[src/rtl/seg_pkg.sv]
// Shared constants for the multiplexed 7-segment display path.
`timescale 1ns/1ps
package seg_pkg;
   localparam int BCD_W            = 4;
   localparam int SCAN_DIV_DEFAULT = 50000;
   // Wide enough for the largest supported display; callers slice to their digit count.
   localparam logic [7:0] AN_OFF   = 8'hFF;
endpackage

[src/rtl/scan_prescaler.sv]
// Free-running divider: tick is high for one clk every SCAN_DIV cycles.
`timescale 1ns/1ps
module scan_prescaler
   import seg_pkg::*;
#(
   parameter int SCAN_DIV = SCAN_DIV_DEFAULT
) (
   input  logic clk,
   input  logic rst_n,
   output logic tick
);
   localparam int CW = $clog2(SCAN_DIV);
   localparam logic [CW-1:0] LAST = CW'(SCAN_DIV - 1);

   logic [CW-1:0] count;

   assign tick = (count == LAST);

   always_ff @(posedge clk or negedge rst_n) begin
      if (!rst_n) begin
         count <= '0;
      end else if (tick) begin
         count <= '0;
      end else begin
         count <= count + CW'(1);
      end
   end
endmodule

[src/rtl/bcd_digit_scanner.sv]
// Scans a double-buffered packed-BCD value across a common-anode display, one digit per SCAN_DIV clks.
// NUM/AN are registered from the post-update index and shadow, so they change on the edge that moves idx.
`timescale 1ns/1ps
module bcd_digit_scanner
   import seg_pkg::*;
#(
   parameter int NUM_DIGITS = 4,
   parameter int SCAN_DIV   = SCAN_DIV_DEFAULT
) (
   input  logic                        clk,
   input  logic                        rst_n,
   input  logic [BCD_W*NUM_DIGITS-1:0] bcd_in,
   input  logic                        load,
   input  logic                        blank_lz,
   output logic                        busy,
   output logic [BCD_W-1:0]            NUM,
   output logic [NUM_DIGITS-1:0]       AN
);
   localparam int DW = BCD_W * NUM_DIGITS;
   localparam int IW = $clog2(NUM_DIGITS);
   localparam logic [IW-1:0] IDX_LAST = IW'(NUM_DIGITS - 1);
   localparam logic [NUM_DIGITS-1:0] DARK = AN_OFF[NUM_DIGITS-1:0];

   logic                  tick;
   logic                  boundary;
   logic [IW-1:0]         idx;
   logic [IW-1:0]         idx_next;
   logic [DW-1:0]         shadow;
   logic [DW-1:0]         shadow_next;
   logic [DW-1:0]         pending;
   logic [DW-1:0]         pending_next;
   logic                  busy_next;
   logic [BCD_W-1:0]      num_next;
   logic [NUM_DIGITS-1:0] an_next;
   logic                  zero_above;

   scan_prescaler #(
      .SCAN_DIV (SCAN_DIV)
   ) u_prescaler (
      .clk   (clk),
      .rst_n (rst_n),
      .tick  (tick)
   );

   assign boundary = tick && (idx == IDX_LAST);

   always_comb begin
      idx_next = idx;
      if (tick) begin
         idx_next = (idx == IDX_LAST) ? '0 : idx + IW'(1);
      end
   end

   // A load on the boundary bypasses pending so it reaches the very next frame.
   always_comb begin
      shadow_next  = shadow;
      pending_next = pending;
      busy_next    = busy;
      if (boundary) begin
         busy_next = 1'b0;
         if (load) begin
            shadow_next = bcd_in;
         end else if (busy) begin
            shadow_next = pending;
         end
      end else if (load) begin
         pending_next = bcd_in;
         busy_next    = 1'b1;
      end
   end

   // Walk from the top digit down so zero_above covers digits NUM_DIGITS-1..i.
   always_comb begin
      num_next   = '0;
      an_next    = DARK;
      zero_above = 1'b1;
      for (int i = NUM_DIGITS - 1; i >= 0; i--) begin
         zero_above = zero_above && (shadow_next[i*BCD_W +: BCD_W] == '0);
         if (idx_next == IW'(i)) begin
            num_next = shadow_next[i*BCD_W +: BCD_W];
            if (!(blank_lz && zero_above && (i != 0))) begin
               an_next    = DARK;
               an_next[i] = 1'b0;
            end
         end
      end
   end

   always_ff @(posedge clk or negedge rst_n) begin
      if (!rst_n) begin
         idx     <= '0;
         shadow  <= '0;
         pending <= '0;
         busy    <= 1'b0;
         NUM     <= '0;
         AN      <= DARK;
      end else begin
         idx     <= idx_next;
         shadow  <= shadow_next;
         pending <= pending_next;
         busy    <= busy_next;
         NUM     <= num_next;
         AN      <= an_next;
      end
   end
endmodule

[config.mk]
export PLATFORM = sky130hd
export DESIGN_NAME = bcd_digit_scanner
export DESIGN_NICKNAME = d
export VERILOG_FILES = /design/src/rtl/seg_pkg.sv /design/src/rtl/scan_prescaler.sv /design/src/rtl/bcd_digit_scanner.sv
export SDC_FILE = /design/constraint.sdc
export NUM_CORES = 1
export LEC_CHECK = 0
export CELL_PAD_IN_SITES_DETAIL_PLACEMENT = 1
export CELL_PAD_IN_SITES_GLOBAL_PLACEMENT = 2
export CORE_AREA = 3 3 65 128
export CTS_BUF_LIST = sky130_fd_sc_hd__clkbuf_8 sky130_fd_sc_hd__clkbuf_16
export DETAILED_ROUTE_END_ITERATION = 16
export DIE_AREA = 0 0 68 131
export PLACE_DENSITY_LB_ADDON = 0.1
export SLEW_MARGIN = 20
export SYNTH_ARGS = -nofsm -noshare
export SYNTH_HDL_FRONTEND = slang
export SYNTH_SLANG_ARGS = --single-unit
[constraint.sdc]
create_clock -name clk -period 3.5 [get_ports clk]
set_input_delay 1.05 -clock clk [delete_from_list [all_inputs] [get_ports clk]]
set_output_delay 1.05 -clock clk [all_outputs]
set_load 0.05 [all_outputs]
**After elaboration in Yosys (flattened, before gate mapping)**

Index checks and enable logic that the tools add are counted.

- Register bits after elaboration: 59
- Bits in latches: 0
- RAM bits: 0
- Memory bits (read-only): 0
- Output and inout port bits: 9
- Memories: 0

- Add/subtract/negate cells: 2
- Multipliers: 0
- Divide/modulo/power cells: 0
- Magnitude comparators: 0
- Equal/unequal tests: 5
- Shift operators: 0
- Mux-type cells: 19
- Bitwise operators: 1
- Reduce and logical (&&, ||, !) cells: 12

Operators with widths:

| kind | number |
|---|---|
| $mux 16 | 4 |
| $mux 4 | 11 |
| $add 16x1->16 const B | 1 |
| $eq 16x16->1 const B | 1 |
| $logic_not 4->1 | 3 |
| $eq 2x2->1 const B | 3 |
| $logic_and 1x1->1 | 6 |
| $mux 2 | 2 |
| $add 2x1->2 const B | 1 |
| $eq 2x1->1 const B | 1 |
| $logic_not 2->1 | 1 |
| $mux 1 | 2 |
| $reduce_and 2->1 | 1 |
| $reduce_bool 2->1 | 1 |
| $not 1->1 | 1 |

**Logic depth before layout (Yosys ltp)**

- Depth in word-level cells: 12
- Mapped depth: 8
- Depth with buffers taken out: 7

**Hierarchy**

From an unflattened synthesis, not the netlist that was laid out.

- Cell total of the unflattened synthesis: 240
- Area total of the unflattened synthesis: 2,879.0 µm²

Modules (own cells, without submodules):

| module | times used | cells an instance | area an instance (µm²) | sequential area each (µm²) |
|---|---|---|---|---|
| bcd_digit_scanner | 1 | 173 | 2,117.0 | 1,081.0 |
| scan_prescaler | 1 | 67 | 762.0 | 400.4 |

**Worst setup path before layout**

OpenSTA, ideal clock, no wires.

- Path kind: register -> register
- Start: register u_prescaler.count[11]
- End: register AN[1]
- Library setup time: 86 ps
- Data arrival time: 2,739 ps
- Data required time: 3,414 ps
- Setup slack: 675 ps
- Stages on the path, launching flop included: 8
- Buffers on the path: 1
- Cell sequence: dfrtp_1 -> or4_4 -> nor4_1 -> clkbuf_1 -> mux2i_1 -> nand2_1 -> or4_1 -> o31ai_2

- Elaborated cells between the ends (all ways): 21
- Classes of those cells: eq/ne (4); mux (8); reduce/logical (9)

RTL lines:

| element | line | source |
|---|---|---|
| start, declared | scan_prescaler.sv:15 | `logic [CW-1:0] count;` |
| start signal, assigned | scan_prescaler.sv:25 | `count <= count + CW'(1);` |
| $eq 16x16->1 | scan_prescaler.sv:17 | `assign tick = (count == LAST);` |
| $logic_and 1x1->1 | bcd_digit_scanner.sv:45 | `assign boundary = tick && (idx == IDX_LAST);` |
| $mux 16 | bcd_digit_scanner.sv:59 | `if (boundary) begin` |
| named net shadow_next[5] | bcd_digit_scanner.sv:29 | `logic [DW-1:0] shadow_next;` |
| $logic_not 4->1 | bcd_digit_scanner.sv:78 | `zero_above = zero_above && (shadow_next[i*BCD_W +: BCD_W] == '0);` |
| $logic_and 1x1->1 | bcd_digit_scanner.sv:78 |  |
| $logic_and 1x1->1 | bcd_digit_scanner.sv:81 | `if (!(blank_lz && zero_above && (i != 0))) begin` |
| $mux 4 | bcd_digit_scanner.sv:81 |  |
| $mux 4 (2 in a row) | bcd_digit_scanner.sv:79 | `if (idx_next == IW'(i)) begin` |
| named net an_next[1] | bcd_digit_scanner.sv:34 | `logic [NUM_DIGITS-1:0] an_next;` |
| end signal, assigned | bcd_digit_scanner.sv:103 | `AN <= an_next;` |
| end, declared | bcd_digit_scanner.sv:17 | `output logic [NUM_DIGITS-1:0] AN` |

The timed path passes the listed nets, and every way through them passes these cells.
A chain may end at the register's enable or synchronous reset.

**Final worst setup path**

Ends and elaborated chain as after synthesis.

==> impl_table.tex <==
\begin{tabular}{lr}
\hline
Metric & Value \\
\hline
\multicolumn{2}{l}{\textbf{Worst setup path}} \\
Setup crit end & AN[1] \\
Reg-to-reg critical path startpoint & u\_prescaler.count[11] \\
Cell at the slowest stage of the critical path & or4\_4 \\
Worst Setup Start Kind & flop \\
Reg-to-reg critical path endpoint & AN[1] \\
Biggest fanout along the worst timing path & 31 \\
CP Capture Type & flop \\
Worst R2R Path Depth & 7 \\
Critical Setup Path Class & flop to flop \\
Critical Path Max Stage Delay & 0.58 ns \\
List of cells traversed by the critical path & or4\_4 > nor4\_2 > buf\_4 > mux2i\_1 > nand2\_1 > or4\_1 > o31ai\_2 \\
FF-to-FF setup slack & 0.59 ns \\
Required time of the worst setup path & 3.74 ns \\
Critical path startpoint & u\_prescaler.count[11] \\
Data arrival time at the worst-slack endpoint & 3.15 ns \\
\multicolumn{2}{l}{\textbf{STA}} \\
RSZ-0062 raised after global routing & no \\
Final number of max-transition violations & 0 \\
Setup TNS & 0 ns \\
Worst slew slack as a fraction of its limit & 40.1\% \\
Total setup violations reported at the end of the flow & 0 \\
Tightest Pin Transition & 0.891 ns \\
Clock Skew & 0.00702 ns \\
Portion of the clock cycle consumed by the worst path in the final layout & 83.2\% \\
Total count of hold-check failures in the final report & 0 \\
Max Freq & 343 MHz \\
Crit path setup slack, layout & 0.586 ns \\
Post-layout minimum cycle time & 2.91 ns \\
\multicolumn{2}{l}{\textbf{Layout}} \\
Post-route cell area & 3440 um2 \\
N\_diodes & 0 \\
Most common cell after layout, fill and taps aside & dfrtp\_1 \\
Final net count & 311 \\
Share of layout cells above drive strength 1 & 20.1\% \\
End-of-flow core utilization & 45.6\% \\
Growth of design area from synthesis to finish & 25.2\% \\
Commonest cells after routing, fill and taps aside & dfrtp\_1, nor2\_1, clkdlybuf4s50\_1 \\
\multicolumn{2}{l}{\textbf{Pwr}} \\
Clk network pwr share & 50.6\% \\
Lkg Pwr & 1.51 nW \\
Proportion of power drawn by flip-flops and latches & 44.4\% \\
Pwr/cell area & 468 nW/um2 \\
Power Total & 1.61 mW \\
Combinational Power Share & 5.0\% \\
Switching pwr & 339 uW \\
Internal power summed over all cells & 1.27 mW \\
Switching share of power & 21.1\% \\
VDD IR-drop max & 0.261 mV \\
\multicolumn{2}{l}{\textbf{Die}} \\
Total core area & 7540 um2 \\
Die Footprint & 8910 um2 \\
Horizontal extent of the die & 68 um \\
Std-Cell Rows & 45 \\
Initial core utilization & 36.4\% \\
Die boundary height & 131 um \\
I/O pin total & 29 \\
\multicolumn{2}{l}{\textbf{Clock tree}} \\
CTS buffer count & 9 \\
Post-CTS resize count & 0 \\
TritonCTS clock tree & done \\
Longest Clk Path Bufs & 2 \\
Cell at the root of the clock tree & clkbuf\_16 \\
Source-to-sink clock delay at the later pin of the worst-skew pair & 0.32 ns \\
Hold buffers post-CTS & 0 \\
CTS HTree Levels & 3 \\
CTS clk-pin slew, worst paths & 0.05 ns \\
Setup fix buffers added after clock tree synthesis & 0 \\
TritonCTS sink count & 59 \\
\multicolumn{2}{l}{\textbf{Detailed routing}} \\
Residual antenna-violating net count after detailed routing & 0 \\
Count of unresolved DRC violations after routing & 0 \\
Detailed-route via count & 2102 \\
Average wire length per cell after detail routing & 19.2 um \\
Wire length after detailed routing & 7420 um \\
Vias per cell & 5.43 \\
Detailed router's first-iteration violation count & 65 \\
Number of detailed-route iterations in the first pass & 6 \\
\multicolumn{2}{l}{\textbf{Placed design}} \\
Post-detail-place hpwl & 5430 um \\
Worst setup slack after placement & 0.385 ns \\
Cell area after placement & 3160 um2 \\
Gp weighted congestion & 0.836 \\
Number of port buffers & 28 \\
\multicolumn{2}{l}{\textbf{Synthesis}} \\
Sequential area share after synthesis & 53.9\% \\
Post-synth EDFFs & 0 \\
Number of cells produced by synthesis & 254 \\
Netlist area before placement & 2750 um2 \\
Async set-reset flop share out of synthesis & 100\% \\
Syn Nets & 276 \\
Post-synth cell types & 37 \\
Flip-flop and latch count after synthesis & 59 \\
Avg Synthesized Cell Area & 10.8 um2 \\
Predominant post-synthesis flop cell & dfrtp\_1 \\
Yosys warning total & 0 \\
\multicolumn{2}{l}{\textbf{GRT}} \\
Overall global routing resource usage & 19.0\% \\
Initial antenna violation count & 0 \\
Global-route wire length before repair & 12200 um \\
Pin count of the biggest net entering global routing & 32 \\
GRT Residual Overflow & 0 \\
Vias in the first global route & 2300 \\
\multicolumn{2}{l}{\textbf{Flow run}} \\
Number of maximum-capacitance violations & 0 \\
\multicolumn{2}{l}{\textbf{Outcome}} \\
Run status & finished clean \\
\multicolumn{2}{l}{\textbf{Worst hold path}} \\
Worst min-delay path category & flop to flop \\
\hline
\end{tabular}
## cells by family (layout without fill, tap and decap cells)
kind of cell / count (synthesis) / count (layout) / synth area share (%)
compound gates: 41 / 41 / 10.1
xor+xnor: 14 / 14 / 4.46
fa+ha+maj: 2 / 2 / 0.911
buf+inv: 18 / 57 / 2.87
flops: 59 / 59 / 53.9
mux: 22 / 22 / 8.84
simple gates: 98 / 98 / 18.9
## Yosys cell counts, types with 5 or more instances
master,n,share of area (%)
a32oi_1,11,3.5
xnor2_1,5,1.6
mux2_2,18,7.4
clkbuf_1,9,1.2
inv_1,5,0.68
nor2_1,28,3.8
dfrtp_1,55,50
nand3_1,19,3.5
xor2_1,9,2.9
nand2_1,17,2.3
a21oi_1,13,2.4
or3_1,5,1.1
## metal layers
layer,track usage (%),up-vias,share of wire [%]
li1,-,985,-
met1,20.8,1068,37
met2,34.5,37,59
met3,3.17,12,2.5
met4,8.68,0,2.2
met5,0,-,0
## power by group through the flow
| stage | sequential [mW] | clock, mW | combinational [mW] |
|---|---|---|---|
| floorplan | 0.720 | 0 | 0.0328 |
| global placement | 0.726 | 0 | 0.0809 |
| detailed placement | 0.726 | 0 | 0.0827 |
| CTS | 0.715 | 0.840 | 0.0828 |
| global route | 0.716 | 0.874 | 0.0894 |
| finish | 0.715 | 0.815 | 0.0803 |
## area by class of cell
type | instances | area [um2]
Clock buffer | 12 | 267
Clock inverter | 3 | 13.8
Fill cell | 849 | 4110
Inverter | 5 | 18.8
Multi-Input combinational cell | 177 | 1200
Sequential cell | 59 | 1480
Tap cell | 94 | 118
Timing Repair Buffer | 37 | 343
## worst max-delay path, delay by kind of cell (launching register included)
family          cells  cell delay [ns]
compound gates      1             0.19
buf+inv             1             0.39
flops               1             0.42
mux                 1             0.28
simple gates        4             1.54
## registers in the layout, indices dropped and copies added (netlist names)
signal             cells
pending               16
shadow                16
u_prescaler.count     16
AN                     4
NUM                    4
idx                    2
busy                   1
## how the worst min path moves through the flow
stage / startpoint / to / slack (ns) / cells past startpoint
CTS: u_prescaler.count[0] / u_prescaler.count[0] / 0.47 / 1
detailed placement: u_prescaler.count[0] / u_prescaler.count[0] / 0.46 / 1
finish: u_prescaler.count[0] / u_prescaler.count[0] / 0.46 / 1
global route: u_prescaler.count[0] / u_prescaler.count[0] / 0.51 / 1
floorplan: u_prescaler.count[0] / u_prescaler.count[0] / 0.43 / 1
global placement: u_prescaler.count[0] / u_prescaler.count[0] / 0.46 / 1
## metrics by stage
stage,hold slack [ns],std cells
final,0.461,387
after global routing,0.505,387
after CTS,0.467,387
after detailed placement,0.461,372
after global placement,0.460,372
after floorplan,0.425,254
Power figures use the tool's default switching activity.
==> RTL edit 1, RTL diff (config.mk and constraints unchanged) <==
Register the output `NUM` once more, without a reset; this adds one clock of latency there. The other outputs are not delayed to match. Comments in the files are not updated.
--- a/src/rtl/bcd_digit_scanner.sv
+++ b/src/rtl/bcd_digit_scanner.sv
@@ -20,6 +20,8 @@
    localparam int IW = $clog2(NUM_DIGITS);
    localparam logic [IW-1:0] IDX_LAST = IW'(NUM_DIGITS - 1);
    localparam logic [NUM_DIGITS-1:0] DARK = AN_OFF[NUM_DIGITS-1:0];
+
+   logic [BCD_W-1:0] NUM_s0;
 
    logic                  tick;
    logic                  boundary;
@@ -92,16 +94,20 @@
          shadow  <= '0;
          pending <= '0;
          busy    <= 1'b0;
-         NUM     <= '0;
+         NUM_s0  <= '0;
          AN      <= DARK;
       end else begin
          idx     <= idx_next;
          shadow  <= shadow_next;
          pending <= pending_next;
          busy    <= busy_next;
-         NUM     <= num_next;
+         NUM_s0  <= num_next;
          AN      <= an_next;
       end
    end
+   always_ff @(posedge clk) begin
+      NUM <= NUM_s0;
+   end
+
 endmodule
 
Check against the original RTL: no difference found for any inputs over 10 cycles, from zero or initial values and one cycle with rst_n low; that may be too few to reach the edited logic, so the function may still have changed.
==> RTL edit 1 against the original RTL <==
Sequential cell count is 4 higher. Critical endpoint unchanged. Hold slack worse by 0.12 ns. Area after synthesis is 2.9% higher. Final area is 4.3% higher. Sequential share of layout area is 0.46 points higher. Routed wire length is 2.1% lower. Power is 20% higher. Final cell count is 0.52% higher. Worst setup slack better by 0.011 ns. First-iteration DRC count is 17% higher. Largest power group unchanged. Clock power is 35% higher.
==> RTL edit 1: results (changes against the original RTL) <==
[pwr] leakage component of the power 0.00156 uW [was 0.00151 uW]
[timing] final setup skew 0.00581 ns [was 0.00702 ns]
[pwr] Sw Share 19.5% [was 21.1%]
[critical_path] maximum net fanout on the critical path 31 [unchanged]
[layout] final net count 312 [was 311]
[logic_synthesis] number of distinct library cells after synthesis 38 [was 37]
[placed_design] instance area after placement 3220 um^2 [was 3160 um^2]
[logic_synthesis] fraction of the yosys area taken by sequential cells 55.2% [was 53.9%]
[detailed_routing] drt wl/cell 18.7 um [was 19.2 um]
[layout] share of cells above drive strength 1 19.7% [was 20.1%]
[critical_path] slowest cell delay on critical path 0.60 ns [was 0.58 ns]
[detailed_routing] detailed-router iteration count before antenna repair 4 [was 6]
[detailed_routing] Vias 2085 [was 2102]
[placed_design] Post-DP HPWL 5250 um [was 5430 um]
[logic_synthesis] share of async-settable or async-resettable flops after synthesis 93.7% [was 100%]
[critical_path] worst flop-to-flop path endpoint AN[1]$_DFF_PN1_ [unchanged]
[global_route] pin count of the biggest net entering global routing 60 [was 32]
[worst_hold_path] Hold Path Depth 0 [was 1]
[critical_path] R2R cell count 7 [unchanged]
[logic_synthesis] top_reg_cell synth dfrtp_1 [unchanged]
[layout] Filler cells 833 [was 849]
[detailed_routing] First DRT Iteration DRCs 76 [was 65]
[logic_synthesis] leading cell types by total area after synthesis dfrtp_1 (49%), mux2_2 (7.2%), dfstp_2 (3.7%) [was dfrtp_1 (50%), mux2_2 (7.4%), dfstp_2 (3.8%)]
[worst_hold_path] destination of the worst hold path NUM[3]$_DFF_P_ [was u_prescaler.count[0]$_DFF_PN0_]
[pwr] largest voltage drop on the vdd net 0.000384 V [was 0.000261 V]
[outcome] run status finished, final reports clean [unchanged]
[logic_synthesis] Synthesized Nets 280 [was 276]
[timing] Max-Slew Margin vs Limit 35.9% [was 40.1%]
[global_route] via count of the first global-routing pass 2228 [was 2300]
[critical_path] slowest library cell on the worst path or4_1 [was or4_4]
[cts] post-cts sizing count 0 [unchanged]
[placed_design] gpl congestion 0.810 [was 0.836]
[worst_hold_path] Min-Delay Startpoint NUM_s0[3]$_DFF_PN0_ [was u_prescaler.count[0]$_DFF_PN0_]
[global_route] wire length of the first global-routing pass 11700 um [was 12200 um]
RTL edit 1: area by class of cell:
cell class                 instances  area (um^2)  area share, %
inverter                           5         18.8          0.523
timing repair buffer              34          320           8.93
multi-input combinational        177         1200           33.4
clock inverter                     7          145           4.05
sequential                        63         1560           43.5
tap                               94          118           3.28
clock buffer                       9          225           6.28
RTL edit 1: power groups by stage:
stage	Clock, uW	Combinational, uW	Sequential [uW]
final	1100	78.5	759
after global routing	1160	88.0	761
after CTS	1120	81.0	759
after detailed placement	0	80.3	772
after global placement	0	78.9	772
after floorplan	0	32.8	767
RTL edit 1: cells by family after synthesis:
group / after synthesis / share of synthesized area, %
flip-flops: 63 / 55.2
AO/OA/AOI/OAI: 41 / 9.78
XOR/XNOR: 14 / 4.34
multiplexers: 22 / 8.59
adder cells (fa/ha/maj): 2 / 0.885
AND/OR/NAND/NOR: 98 / 18.4
buffers and inverters: 18 / 2.79
RTL edit 1: stage by stage:
step | worst slack [ns] | std cells | power (uW) | hold slack [ns] | util, %
finish | 0.597 | 389 | 1940 | 0.341 | 47.5
global route | 0.319 | 389 | 2010 | 0.344 | 47.5
CTS | 0.537 | 389 | 1960 | 0.341 | 47.5
detailed placement | 0.318 | 373 | 852 | 0.329 | 42.6
global placement | 0.397 | 373 | 851 | 0.325 | 42.6
floorplan | 0.675 | 258 | 800 | 0.324 | -
RTL edit 1: routing by layer:
layer / track usage (%) / share of wire, % / up-vias
met5: 0 / 0 / -
met4: 8.09 / 1.8 / 0
met3: 3.59 / 2.7 / 10
met2: 32.8 / 57 / 30
met1: 20.2 / 38 / 1055
li1: - / - / 990
==> RTL edit 2, RTL diff (same flow settings) <==
Made on the original files. Set the parameter `NUM_DIGITS` to 8 (it was 4).
--- a/src/rtl/bcd_digit_scanner.sv
+++ b/src/rtl/bcd_digit_scanner.sv
@@ -4,7 +4,7 @@
 module bcd_digit_scanner
    import seg_pkg::*;
 #(
-   parameter int NUM_DIGITS = 4,
+   parameter int NUM_DIGITS = 8,
    parameter int SCAN_DIV   = SCAN_DIV_DEFAULT
 ) (
    input  logic                        clk,
Interface: changed (resized AN and bcd_in); port bits go from 29 to 49. The function was not compared with the original's and may differ.
==> RTL edit 2 against the original RTL <==
The flow now stops in 3_1_place_gp_skip_io. Area after synthesis up 73%.
==> RTL edit 2: results (changes against the original RTL) <==
[logic_synthesis] fraction of the yosys area taken by sequential cells 50.8% [was 53.9%]
[outcome] run status did not finish [was finished, final reports clean]
[logic_synthesis] Gate Count Post-Synth 468 [was 254]
[logic_synthesis] share of async-settable or async-resettable flops after synthesis 100% [unchanged]
[logic_synthesis] count of yosys warnings during synthesis 0 [unchanged]
[logic_synthesis] Synthesized Nets 507 [was 276]
[outcome] Stop Error [ERROR FLW-0024] Place density exceeds 1.0 (current PLACE_DENSITY_LB_ADDON =  0.1). Please check if the value of  PLACE_DENSITY_LB_ADDON is between 0 and 0.99.
[logic_synthesis] number of distinct library cells after synthesis 52 [was 37]
[outcome] last flow stage reached 3_1_place_gp_skip_io
[logic_synthesis] leading cell types by total area after synthesis dfrtp_1 (46%), mux2_2 (6.6%), dfstp_2 (4.4%) [was dfrtp_1 (50%), mux2_2 (7.4%), dfstp_2 (3.8%)]
[logic_synthesis] leading cell types by count after synthesis dfrtp_1 (88), nand2_1 (51), nor2_1 (40) [was dfrtp_1 (55), nor2_1 (28), nand3_1 (19)]
[logic_synthesis] number of synthesized register bits 96 [was 59]
==> RTL edit 2: changes by cell type after synthesis, sizes merged, moves of 6 or more <==
cell    change
a21oi       +9
a22oi       +6
and3        +9
dfrtp      +33
inv        +12
mux2       +10
nand2      +34
nand2b      +8
nand3b      +6
nor2       +13
nor4        +9
o21ai      +22
o22ai      +12
==> RTL edit 2: cells by family after synthesis <==
family	count (synthesis)	synth area share, %
AO/OA/AOI/OAI	104	14.4
XOR/XNOR	13	2.40
adder cells (fa/ha/maj)	3	0.791
buffers and inverters	38	3.45
flip-flops	96	50.8
multiplexers	33	7.70
AND/OR/NAND/NOR	181	20.5
